File: config.mk
export PLATFORM = sky130hd
export DESIGN_NAME = stopwatch_ctrl
export DESIGN_NICKNAME = d
export VERILOG_FILES = /design/src/rtl/stopwatch_ctrl.sv
export SDC_FILE = /design/constraint.sdc
export NUM_CORES = 1
export LEC_CHECK = 0
export ABC_AREA = 1
export BUFFER_PORTS_ARGS = -buffer_cell sky130_fd_sc_hd__buf_2
export CAP_MARGIN = 20
export CORE_MARGIN = 1
export CORE_UTILIZATION = 64
export CTS_CLUSTER_SIZE = 25
export DETAILED_ROUTE_END_ITERATION = 10
export HOLD_SLACK_MARGIN = 0.08
export PLACE_DENSITY = 0.85
export RECOVER_POWER = 25
export SETUP_SLACK_MARGIN = 0.1
export SLEW_MARGIN = 20
export SYNTH_ARGS = -nofsm -noshare
export SYNTH_HDL_FRONTEND = slang
export SYNTH_SLANG_ARGS = --single-unit
File: constraint.sdc
create_clock -name clk_100mhz -period 4.25 [get_ports clk_100mhz]
set_input_delay 0.85 -clock clk_100mhz [delete_from_list [all_inputs] [get_ports clk_100mhz]]
set_output_delay 0.85 -clock clk_100mhz [all_outputs]
set_load 0.03 [all_outputs]
File: src/rtl/stopwatch_ctrl.sv
// Stopwatch control and timekeeping core: 1 ms tick detection, run/pause/lap FSM,
// BCD time count mm:ss.mmm with lap snapshot, lap counter and sticky minute-wrap flag.
module stopwatch_ctrl #(
   parameter int MIN_LIMIT = 60
) (
   input  logic        clk_100mhz,
   input  logic        rst_n,
   input  logic        clk_1ms,
   input  logic        btn_start_stop,
   input  logic        btn_lap_clear,
   output logic [27:0] disp_bcd,
   output logic        running,
   output logic        lap_active,
   output logic [3:0]  lap_cnt,
   output logic        overflow
);

   typedef struct packed {
      logic [3:0] min_t;
      logic [3:0] min_o;
      logic [3:0] sec_t;
      logic [3:0] sec_o;
      logic [3:0] ms_h;
      logic [3:0] ms_t;
      logic [3:0] ms_o;
   } bcd_time_t;

   typedef enum logic [1:0] {IDLE, RUN, PAUSE, LAP} state_t;

   localparam logic [3:0] MIN_MAX_T = 4'((MIN_LIMIT - 1) / 10);
   localparam logic [3:0] MIN_MAX_O = 4'((MIN_LIMIT - 1) % 10);

   state_t     state, state_nx;
   bcd_time_t  cnt, cnt_inc, cnt_nx;
   bcd_time_t  snap, snap_nx;
   logic [3:0] lap_nx;
   logic       ovf_nx;
   logic       clk_1ms_d;
   logic       tick, counting;
   logic       c_ms_t, c_ms_h, c_sec_o, c_sec_t, c_min, wrap;

   function automatic logic [3:0] bump(input logic [3:0] d, input logic [3:0] max);
      return (d == max) ? 4'd0 : d + 4'd1;
   endfunction

   assign tick     = clk_1ms & ~clk_1ms_d;
   assign counting = tick & ((state == RUN) || (state == LAP));

   // Ripple carries: each digit advances only when every lower digit is at its maximum.
   assign c_ms_t  = (cnt.ms_o == 4'd9);
   assign c_ms_h  = c_ms_t  & (cnt.ms_t  == 4'd9);
   assign c_sec_o = c_ms_h  & (cnt.ms_h  == 4'd9);
   assign c_sec_t = c_sec_o & (cnt.sec_o == 4'd9);
   assign c_min   = c_sec_t & (cnt.sec_t == 4'd5);
   assign wrap    = c_min & (cnt.min_t == MIN_MAX_T) & (cnt.min_o == MIN_MAX_O);

   always_comb begin
      // NOTE: every combinational output gets a default first so no path can infer a latch.
      cnt_inc       = cnt;
      cnt_inc.ms_o  = bump(cnt.ms_o, 4'd9);
      if (c_ms_t)  cnt_inc.ms_t  = bump(cnt.ms_t, 4'd9);
      if (c_ms_h)  cnt_inc.ms_h  = bump(cnt.ms_h, 4'd9);
      if (c_sec_o) cnt_inc.sec_o = bump(cnt.sec_o, 4'd9);
      if (c_sec_t) cnt_inc.sec_t = bump(cnt.sec_t, 4'd5);
      if (wrap) begin
         cnt_inc.min_t = 4'd0;
         cnt_inc.min_o = 4'd0;
      end else if (c_min) begin
         cnt_inc.min_o = bump(cnt.min_o, 4'd9);
         if (cnt.min_o == 4'd9) cnt_inc.min_t = cnt.min_t + 4'd1;
      end
   end

   // Increment is decided by the pre-transition state; buttons then act on the result.
   always_comb begin
      state_nx = state;
      cnt_nx   = counting ? cnt_inc : cnt;
      snap_nx  = snap;
      lap_nx   = lap_cnt;
      ovf_nx   = overflow | (counting & wrap);
      case (state)
         IDLE: begin
            if (btn_start_stop) begin
               state_nx = RUN;
            end else if (btn_lap_clear) begin
               lap_nx = 4'd0;
               ovf_nx = 1'b0;
            end
         end
         RUN: begin
            if (btn_start_stop) begin
               state_nx = PAUSE;
            end else if (btn_lap_clear) begin
               state_nx = LAP;
               snap_nx  = cnt_nx;
               lap_nx   = (lap_cnt == 4'd15) ? lap_cnt : lap_cnt + 4'd1;
            end
         end
         LAP: begin
            if (btn_start_stop)     state_nx = PAUSE;
            else if (btn_lap_clear) state_nx = RUN;
         end
         PAUSE: begin
            if (btn_start_stop) begin
               state_nx = RUN;
            end else if (btn_lap_clear) begin
               state_nx = IDLE;
               cnt_nx   = '0;
               snap_nx  = '0;
               lap_nx   = 4'd0;
               ovf_nx   = 1'b0;
            end
         end
      endcase
   end

   always_ff @(posedge clk_100mhz or negedge rst_n) begin
      if (!rst_n) begin
         state      <= IDLE;
         cnt        <= '0;
         snap       <= '0;
         clk_1ms_d  <= 1'b0;
         disp_bcd   <= '0;
         running    <= 1'b0;
         lap_active <= 1'b0;
         lap_cnt    <= 4'd0;
         overflow   <= 1'b0;
      end else begin
         // NOTE: non-blocking assignments so every register samples pre-edge values.
         state      <= state_nx;
         cnt        <= cnt_nx;
         snap       <= snap_nx;
         clk_1ms_d  <= clk_1ms;
         disp_bcd   <= (state_nx == LAP) ? snap_nx : cnt_nx;
         running    <= (state_nx == RUN) || (state_nx == LAP);
         lap_active <= (state_nx == LAP);
         lap_cnt    <= lap_nx;
         overflow   <= ovf_nx;
      end
   end

endmodule

==> metrics.txt, run 1 <==
Inserted Clock Buffers=9; first-pass GRT wire length=18400 microns; Initial Utilization=0.679; Synth Area per Inst=7.83 sq um; Clk Latency, worst-skew pair=0.38 ns; FP Rows=30; Overflow after GRT=0; Cell Pwr Density=approximately 680 nW/um^2; Core ar.=6940 sq um; I/O Buffers=39; post-synthesis sequential area ratio=0.494; top post-synthesis cells by area=dfrtp_1, nand2_1, inv_1, nor2_1, o21ai_0; crit path max fanout=14; ANT cells=0; Area Growth Syn to Fin=9.53%; I/O pins=40; dpl cells=728; Clock Skews=0.00932 ns; post-synth top area cell=dfrtp_1; clk root buf=clkbuf_8; Max Cap Viol=1; Resized Gates After CTS=0; clk sink count=93; Final setup viols=0; async set-or-reset flop fraction in the synthesized netlist=1.00; synth warn=0; largest net degree at the start of global routing=67; failing checks=max-capacitance violations, max-slew violations; Hold-fix buffers, CTS=0; vias=4212; period utilization=0.576; Slew @ Worst Pin=1.56 ns; Total GRT Usage=0.316; TritonRoute pass-1 iters=5; Max Fclk=408 MHz; RSZ-0062 raised after global routing=false; Setup crit start kind=register; Final ANT Viol Nets=0; post-place setup slack=around 1.7 ns; DP HPWL=7620 microns; die area=7710 sq um; DR WL/cell=14.8 microns; Fin. Hold Viols=0; LEAKAGE=2.79 nW; drc violations=0; Mapped Cells=602; Final Worst Setup Slack=between 1.5 and 2 ns; Setup TNS Final=0 ns; Post-synth EDFFs=0; Final min period=2.45 ns; Slew HR=-0.0429; Final nets=roughly 660; Setup Buffers After CTS=0; crit end category=register; top-area cell type share of the netlist area=0.494; Mapped Area=roughly 4700 sq um; antenna violations before repair=0; Hold Path Class=reg2reg; TritonCTS clock tree=yes; total length of routed wires=11000 microns; syn nets=616; Non-Filler Instances=744; Die W=just under 90 microns; top-count cell post-synth=nand2_1; Setup CP Type=reg2reg; Top FF cell, synth=dfrtp_1; synth cell count leaders=nand2_1, dfrtp_1, inv_1; post-DR vias/cell=5.66; Die Height=slightly below 90 microns; Worst Path Arrival=2.77 ns; #FFs+latches synth=93; final slew viol count=67; vias in the first global route=4002; worst endpoint required time=4.57 ns; RePlAce Congestion=0.875; layout cells sized above 1=0.147; initial drt markers=405; Final Power=3.50 mW; Max rail drop VDD=0.000359 V; synth unique cells=33; Worst-path clk slew=0.09 ns; status=complete, but fails checks; H-tree depth=3; Clock Path Buffers=2
-- worst max-delay path, cell delays in order (launching register included) --
cell and delay, ns:
dfrtp_1 0.44, inv_1 0.11, ha_1 0.36, nor2_2 0.08, nor2_4 0.34, nand2_1 0.24
o21ai_0 0.25, nand2_1 0.13, o21ai_0 0.17, nand2_1 0.07, nand2_1 0.09, nand2_1 0.05
nand2_1 0.06
-- where the power goes --
group | internal, mW | switching, mW
clock | 0.293 | 0.327
sequential | 1.16 | 0.171
combinational | 0.410 | 1.14
total | 1.86 | 1.64
-- kinds of logic after synthesis --
kind of cell,after synthesis,share of synthesized area
AO/OA/AOI/OAI,75,0.0908
XOR/XNOR,4,0.00743
adder cells (fa/ha/maj),9,0.0239
buffers and inverters,84,0.0786
flip-flops,93,0.494
AND/OR/NAND/NOR,337,0.306
-- metrics by stage --
stage | hold slack (ns) | util | area [sq um]
global route | 0.499 | 0.744 | 5160
floorplan | 0.445 | - | 4710
CTS | 0.484 | 0.744 | 5170
detailed placement | 0.461 | 0.714 | 4960
global placement | 0.462 | 0.714 | 4960
finish | 0.481 | 0.744 | 5160
-- layout make-up --
cell class	count	area, sq um
clock inverter	6	70.1
multi-input combinational	425	2020
clock buffer	10	138
sequential	93	2330
inverter	72	275
timing repair buffer	42	216
fill	523	1780
tap	96	120
-- flip-flops by register name, indices dropped and copies added (netlist names) --
register and count:
disp_bcd 28, state 1, lap_cnt 4, cnt 28, lap_active 1, overflow 1, snap 28, running 1
clk_1ms_d 1
-- per-layer routing --
metal / share of wire / global-route usage / vias up
met5: 0 / 0 / -
met4: 0.035 / 0.142 / 0
met3: 0.068 / 0.0660 / 39
met2: 0.49 / 0.514 / 193
met1: 0.41 / 0.410 / 2008
li1: - / - / 1972
-- final timing paths --
check / start / to / slack (ns) / cells past startpoint
max: state[1] / disp_bcd[7] / 1.80 / 12
min: snap[9] / snap[9] / 0.48 / 2
max reg2reg: state[1] / disp_bcd[7] / 1.80 / 12
min reg2reg: snap[9] / snap[9] / 0.48 / 2
max in group asynchronous: rst_n / disp_bcd[13] / 2.25 / 2
min in group asynchronous: rst_n / lap_cnt[1] / 0.85 / 1
-- layout by cell type (no fill, tap or decap), drive strengths merged, types with 9 or more instances in the layout --
cell type,n
a21oi,18
buf,40
clkbuf,12
dfrtp,93
ha,9
inv,74
nand2,218
nand3,40
nor2,67
o21ai,48
Note: power is estimated with default switching activity, not from simulation.
==> run 2, diff against run 1 <==
--- a/config.mk
+++ b/config.mk
@@ -5,15 +5,15 @@
 export SDC_FILE = /design/constraint.sdc
 export NUM_CORES = 1
 export LEC_CHECK = 0
-export ABC_AREA = 1
+export ABC_AREA = 0
 export BUFFER_PORTS_ARGS = -buffer_cell sky130_fd_sc_hd__buf_2
 export CAP_MARGIN = 20
 export CORE_MARGIN = 1
-export CORE_UTILIZATION = 64
+export CORE_UTILIZATION = 60
 export CTS_CLUSTER_SIZE = 25
 export DETAILED_ROUTE_END_ITERATION = 10
 export HOLD_SLACK_MARGIN = 0.08
-export PLACE_DENSITY = 0.85
+export PLACE_DENSITY = 0.8
 export RECOVER_POWER = 25
 export SETUP_SLACK_MARGIN = 0.1
 export SLEW_MARGIN = 20
==> constraint.sdc (replaced) <==
create_clock -name clk_100mhz -period 2.55 [get_ports clk_100mhz]
set_input_delay 0.51 -clock clk_100mhz [delete_from_list [all_inputs] [get_ports clk_100mhz]]
set_output_delay 0.51 -clock clk_100mhz [all_outputs]
set_load 0.03 [all_outputs]
==> run 2 against run 1 <==
Against the previous run: first-iteration DRC count down 34%; the flow now finishes without violations; setup slack worse by 1.6 ns; flip-flop and latch count unchanged; utilization down 0.22 points; synthesized cell count down 21%.
==> metrics.txt, run 2 <==
status=finished clean; synth cell count leaders=dfrtp_1, nor2_1, nand2_1; I/O Buffers=39 (unchanged); Cell Pwr Density=938 nW/um^2 (+38%); dpl cells=616 (-15%); FP Rows=31 (+3.3%); post-synthesis sequential area ratio=0.499 (+0.00570); RePlAce Congestion=0.911 (+4.1%); post-place setup slack=0.103 ns (-1.56 ns); R2R Setup Slk=0.17 ns (-1.63 ns); Hold Path Class=in2reg; Overflow after GRT=0 (unchanged); Worst Path Arrival=2.70 ns (-0.07 ns); worst endpoint required time=2.88 ns (-1.69 ns); Setup TNS Final=0 ns (unchanged); Final setup viols=0 (unchanged); Area Growth Syn to Fin=17.2%; Max Cap Viol=0 (-1); async set-or-reset flop fraction in the synthesized netlist=1.00 (unchanged); hold wc startpoint=clk_1ms; worst r2r src=cnt[6]; Initial Utilization=0.632 (-0.0465); synth warn=0 (unchanged); Core ar.=7370 sq um (+6.1%); Mapped Area=4660 sq um (-1.1%); RSZ-0062 raised after global routing=true; Non-Filler Instances=639 (-14%); LEAKAGE=2.58 nW (-7.5%); Final nets=549 (-16%); DR WL/cell=18.1 microns (+22%); TritonRoute pass-1 iters=5 (unchanged); WHS Path Cells=1 (-1); Clk Latency, worst-skew pair=0.38 ns (about the same); Post-synth EDFFs=0 (unchanged); clk root buf=clkbuf_8; Synth Area per Inst=9.77 sq um (+25%); Die W=90.1 microns (+2.6%); Slew HR=0.427 (+0.470); post-DR vias/cell=6.28 (+11%); Setup crit start kind=register; Final ANT Viol Nets=0 (unchanged); Final min period=2.38 ns (-0.0716 ns); period utilization=0.933 (+0.356); top-count cell post-synth=dfrtp_1; clk sink count=93 (unchanged); leading cell type in the layout, fill and taps excluded=dfrtp_1; met1 usage=0.405 (-0.00510); largest net degree at the start of global routing=65 (-3.0%); Final Power=5.12 mW (+46%); crit path max fanout=7 (-7); ANT cells=0 (unchanged); top post-synthesis cells by area=dfrtp_1, o21ai_0, nor2_1, nand2_1, ha_1; Die Height=90.1 microns (+2.6%); top-area cell type share of the netlist area=0.499 (+0.00570); Largest regs=cnt: 28 flops, disp_bcd: 28 flops, snap: 28 flops; Final Worst Setup Slack=0.172 ns (-1.63 ns); worst hold endpoint=clk_1ms_d; Top FF cell, synth=dfrtp_1; Clock Skews=0.0177 ns (+0.00841 ns); initial drt markers=268 (-34%); #FFs+latches synth=93 (unchanged); crit end category=register; Max Fclk=420 MHz (+3.0%); syn nets=491 (-20%); final slew viol count=0 (-100%); Setup CP Type=reg2reg; fill count=521 (-0.38%); Total GRT Usage=0.297 (-0.0194); met2 GRT Util=0.471 (-0.0437); Slew @ Worst Pin=0.859 ns (-0.705 ns); area of the multi-input gates=2250 sq um (+12%); DP HPWL=7990 microns (+4.9%); Inserted Clock Buffers=9 (unchanged); vias in the first global route=3916 (-2.1%); commonest cells after routing, fill and taps aside=dfrtp_1, nor2_1, nand2_1; total length of routed wires=11600 microns (+4.8%); TritonCTS clock tree=yes; post-synth top area cell=dfrtp_1; antenna violations before repair=0 (unchanged); H-tree depth=3 (unchanged); Reg area=2330 sq um (+0.11%); grt peak-use layer=met2; met3 usage=0.0558 (-0.0101); R2R Path End=disp_bcd[17]; Mapped Cells=477 (-21%); drc violations=0 (unchanged); first-pass GRT wire length=19000 microns (+3.1%); layout cells sized above 1=0.239 (+0.0923); Clock Path Buffers=2 (unchanged); r2r worst-path depth=5 (-7); Max rail drop VDD=0.000688 V (+92%); die area=8120 sq um (+5.3%); Worst-path clk slew=0.10 ns (about the same); vias=4016 (-4.7%); I/O pins=40 (unchanged); Fin. Hold Viols=0 (unchanged); synth unique cells=63 (+91%)
## run 2: worst max-delay path by stage
stage | from | endpoint | slack [ns] | cells after the start
2_1_floorplan | running | disp_bcd[11] | 0.15 | 10
6_report | cnt[6] | disp_bcd[17] | 0.17 | 5
3_3_place_gp | cnt[6] | disp_bcd[17] | 0.14 | 5
5_1_grt | running | disp_bcd[4] | 0.08 | 9
3_5_place_dp | cnt[7] | disp_bcd[17] | 0.10 | 5
4_1_cts | running | disp_bcd[11] | 0.1 | 9
## run 2: what timing repair did
action | CTS | global route
pin swaps | 1 | 6
setup endpoints to repair | 6 | 38
cloned | 0 | 1
setup buffers | 2 | 3
hold buffers | 1 | 0
endpoints found under the hold margin | 29 | 0
gates resized for setup | 3 | 21
## run 2: layout make-up
cell class | instances | area share
Multi-Input combinational cell | 341 | 0.412
Timing Repair Buffer | 77 | 0.0911
Clock buffer | 10 | 0.0252
Tap cell | 99 | 0.0227
Clock inverter | 6 | 0.0137
Inverter | 13 | 0.00893
Sequential cell | 93 | 0.426
## run 2: per-stage QoR
stage,utilization,hold slack (ns),cell area (sq um)
floorplan,-,0.214,4670
finish,0.741,0.253,5460
CTS,0.727,0.247,5360
global placement,0.693,0.457,5110
detailed placement,0.693,0.465,5110
global route,0.741,0.259,5460
## run 2: per-layer routing
metal	vias to the layer above	part of all wire
li1	1843	-
met1	1999	0.43
met2	146	0.49
met3	28	0.055
met4	0	0.020
met5	-	0
## run 2: cell families (layout without fill, tap and decap cells)
logic type | after synthesis | after routing | share of synthesized area
multiplexers | 19 | 19 | 0.0435
XOR/XNOR | 8 | 8 | 0.0150
adder cells (fa/ha/maj) | 9 | 9 | 0.0242
AO/OA/AOI/OAI | 114 | 114 | 0.162
AND/OR/NAND/NOR | 191 | 191 | 0.220
buffers and inverters | 43 | 106 | 0.0360
flip-flops | 93 | 93 | 0.499
## run 2: critical path, stage by stage (launching register included)
cell and delay (ns):
dfrtp_1 0.43, or3b_4 0.43, or4_4 0.61, or4_4 0.51, a21oi_2 0.18, mux2_1 0.17
## run 2: power by group
| part | switching [mW] | internal (mW) | leakage [nW] |
|---|---|---|---|
| logic | 1.36 | 0.784 | 1.22 |
| clock network | 0.563 | 0.497 | 0.106 |
| registers | 0.187 | 1.73 | 1.26 |
==> run 3, diff against run 2 <==
--- a/config.mk
+++ b/config.mk
@@ -8,12 +8,14 @@
 export ABC_AREA = 0
 export BUFFER_PORTS_ARGS = -buffer_cell sky130_fd_sc_hd__buf_2
 export CAP_MARGIN = 20
+export CELL_PAD_IN_SITES_DETAIL_PLACEMENT = 2
+export CELL_PAD_IN_SITES_GLOBAL_PLACEMENT = 2
 export CORE_MARGIN = 1
-export CORE_UTILIZATION = 60
+export CORE_UTILIZATION = 38
 export CTS_CLUSTER_SIZE = 25
 export DETAILED_ROUTE_END_ITERATION = 10
 export HOLD_SLACK_MARGIN = 0.08
-export PLACE_DENSITY = 0.8
+export PLACE_DENSITY_LB_ADDON = 0.1
 export RECOVER_POWER = 25
 export SETUP_SLACK_MARGIN = 0.1
 export SLEW_MARGIN = 20
==> constraint.sdc (replaced) <==
create_clock -name clk_100mhz -period 2.3 [get_ports clk_100mhz]
set_input_delay 0 -clock clk_100mhz [delete_from_list [all_inputs] [get_ports clk_100mhz]]
set_output_delay 0 -clock clk_100mhz [all_outputs]
set_load 0.03 [all_outputs]
==> run 3 against run 2 <==
Against the previous run: the flow now finishes with violations (negative setup slack); clock power up 49%; highest routed layer unchanged; non-clock buffer count grew 45; global-route usage is 1.6 points lower.
==> metrics.txt, run 3 (same netlist as run 2, synthesis figures left out) <==
Setup CP Type=reg2reg; WHS=0.177 ns (-0.0754 ns); leading cell type in the layout, fill and taps excluded=dfrtp_1; post-DR vias/cell=5.97 (-5.1%); worst hold endpoint=snap[20]; Reg area=2330 sq um (+0.16%); antenna violations before repair=0 (unchanged); Clk Latency, worst-skew pair=0.36 ns (-0.02 ns); RSZ-0062 raised after global routing=true; Fin. Hold Viols=0 (unchanged); Max Cap Viol=0 (unchanged); TritonRoute pass-1 iters=4 (-1); Initial Utilization=0.390 (-0.243); I/O Buffers=39 (unchanged); Setup crit start kind=register; clk root buf=clkbuf_16; period utilization=1.08 (+0.146); largest net degree at the start of global routing=50 (-23%); initial drt markers=195 (-27%); Setup TNS Final=-0.476 ns (-0.476 ns); area of the multi-input gates=2700 sq um (+20%); Final min period=2.48 ns (+0.102 ns); Total GRT Usage=0.280 (-0.0163); Hold Path Class=in2reg; Final Worst Setup Slack=-0.181 ns (-0.352 ns); RePlAce Congestion=0.838 (-8.0%); R2R Path End=disp_bcd[24]; Die Height=113 microns (+25%); hold wc startpoint=btn_lap_clear; Critical Path, Cell by Cell=or3b_4 -> or4_4 -> nor3_4 -> a221oi_1 -> o31ai_1; R2R Setup Slk=-0.18 ns (-0.35 ns); Worst Path Arrival=2.71 ns (about the same); Final ANT Viol Nets=0 (unchanged); Cell Pwr Density=1100 nW/um^2 (+17%); worst endpoint required time=2.53 ns (-0.35 ns); failing checks=negative setup slack; status=complete, but fails checks; drc violations=0 (unchanged); DP HPWL=10900 microns (+37%); crit path max fanout=4 (-3); Final Cell Area=6480 sq um (+19%); Clock Path Buffers=2 (unchanged); Post-DP Area=5400 sq um (+5.7%); vias in the first global route=4832 (+23%); fill count=1161 (+120%); vias=4374 (+8.9%); die area=12700 sq um (+56%); Max rail drop VDD=0.000962 V (+40%); commonest cells after routing, fill and taps aside=dfrtp_1, buf_4, nor2_1; FP Rows=40 (+29%); Overflow after GRT=0 (unchanged); Core ar.=12000 sq um (+62%); max incr delay on CP=0.61 ns (about the same); r2r worst-path depth=5 (unchanged); crit end category=register; Slowest-stage cell, CP=or4_4; WHS Path Cells=3 (+2); LEAKAGE=2.97 nW (+15%); Final nets=595 (+8.4%); Area Growth Syn to Fin=39.1%; H-tree depth=3 (unchanged); first-pass GRT wire length=26900 microns (+42%); layout cells sized above 1=0.392 (+0.154); DR WL/cell=25.5 microns (+41%); Slew @ Worst Pin=1.16 ns (+0.299 ns); Clock Skews=0.00806 ns (-0.00967 ns); Max Fclk=403 MHz (-4.1%); Worst-path clk slew=0.07 ns (-0.03 ns); total length of routed wires=18700 microns (+62%); final slew viol count=0 (unchanged); worst r2r src=cnt[5]; TritonCTS clock tree=yes; final core utilization=0.542 (-0.199); Inserted Clock Buffers=9 (unchanged); Crit. Startpoint=cnt[5]; Final setup viols=10 (+10); Largest regs=cnt: 28 flops, disp_bcd: 28 flops, snap: 28 flops; I/O pins=40 (unchanged); ANT cells=0 (unchanged); Slew HR=0.228 (-0.199); Die W=113 microns (+25%); clk sink count=93 (unchanged)
## run 3: cell count changes in the layout (fill, tap and decap cells not counted), sizes merged
cell,delta
dlygate4sd3,+1
clkbuf,+12
inv,-3
clkinvlp,-1
clkinv,+2
buf,+35
## run 3: cell type report
cell class,instances,area share
timing repair buffer,122,0.136
clock inverter,3,0.00676
timing repair inverter,1,0.00135
multi-input combinational,341,0.416
sequential,93,0.360
tap,147,0.0284
inverter,13,0.0112
clock buffer,13,0.0401
## run 3: report_power, final
group | switching [mW] | total, mW | internal, mW | leakage (nW)
sequential | 0.269 | 2.20 | 1.93 | 1.25
clock | 0.679 | 1.58 | 0.904 | 0.150
combinational | 2.00 | 3.34 | 1.34 | 1.57
## run 3: how the worst max path moves through the flow
stage,to,slack (ns),depth (start not counted)
2_1_floorplan,disp_bcd[17],0.03,7
3_3_place_gp,disp_bcd[19],-0.01,8
3_5_place_dp,disp_bcd[7],-0.15,8
4_1_cts,disp_bcd[9],0.02,7
5_1_grt,disp_bcd[24],-0.23,5
6_report,disp_bcd[24],-0.18,5
## run 3: worst max-delay path, delay by kind of cell, from the launching register on
family | cells | cell delay (ns)
AND/OR/NAND/NOR | 3 | 1.33
AO/OA/AOI/OAI | 2 | 0.60
flip-flops | 1 | 0.41
## run 3: repair_timing
item                                    CTS  global route
cloned                                    2             0
hold endpoints to repair                 45             0
endpoints found under the setup margin   50            65
buffers inserted                         16            11
hold buffers                              2             0
resized for setup                        46            74
pin swaps                                11            19
## run 3: stage by stage
stage	instances	power, mW	setup slack [ns]
floorplan	477	3.68	0.0282
global placement	686	4.48	-0.0143
detailed placement	686	4.59	-0.154
CTS	722	6.57	0.0185
global route	733	7.44	-0.232
finish	733	7.12	-0.181
## run 3: routing by layer
metal,wire length [microns],vias up,global-route usage
met1,8090,2297,0.351
met2,9580,101,0.472
met3,595,33,0.0600
met5,0,-,0
li1,-,1943,-
met4,416,0,0.116
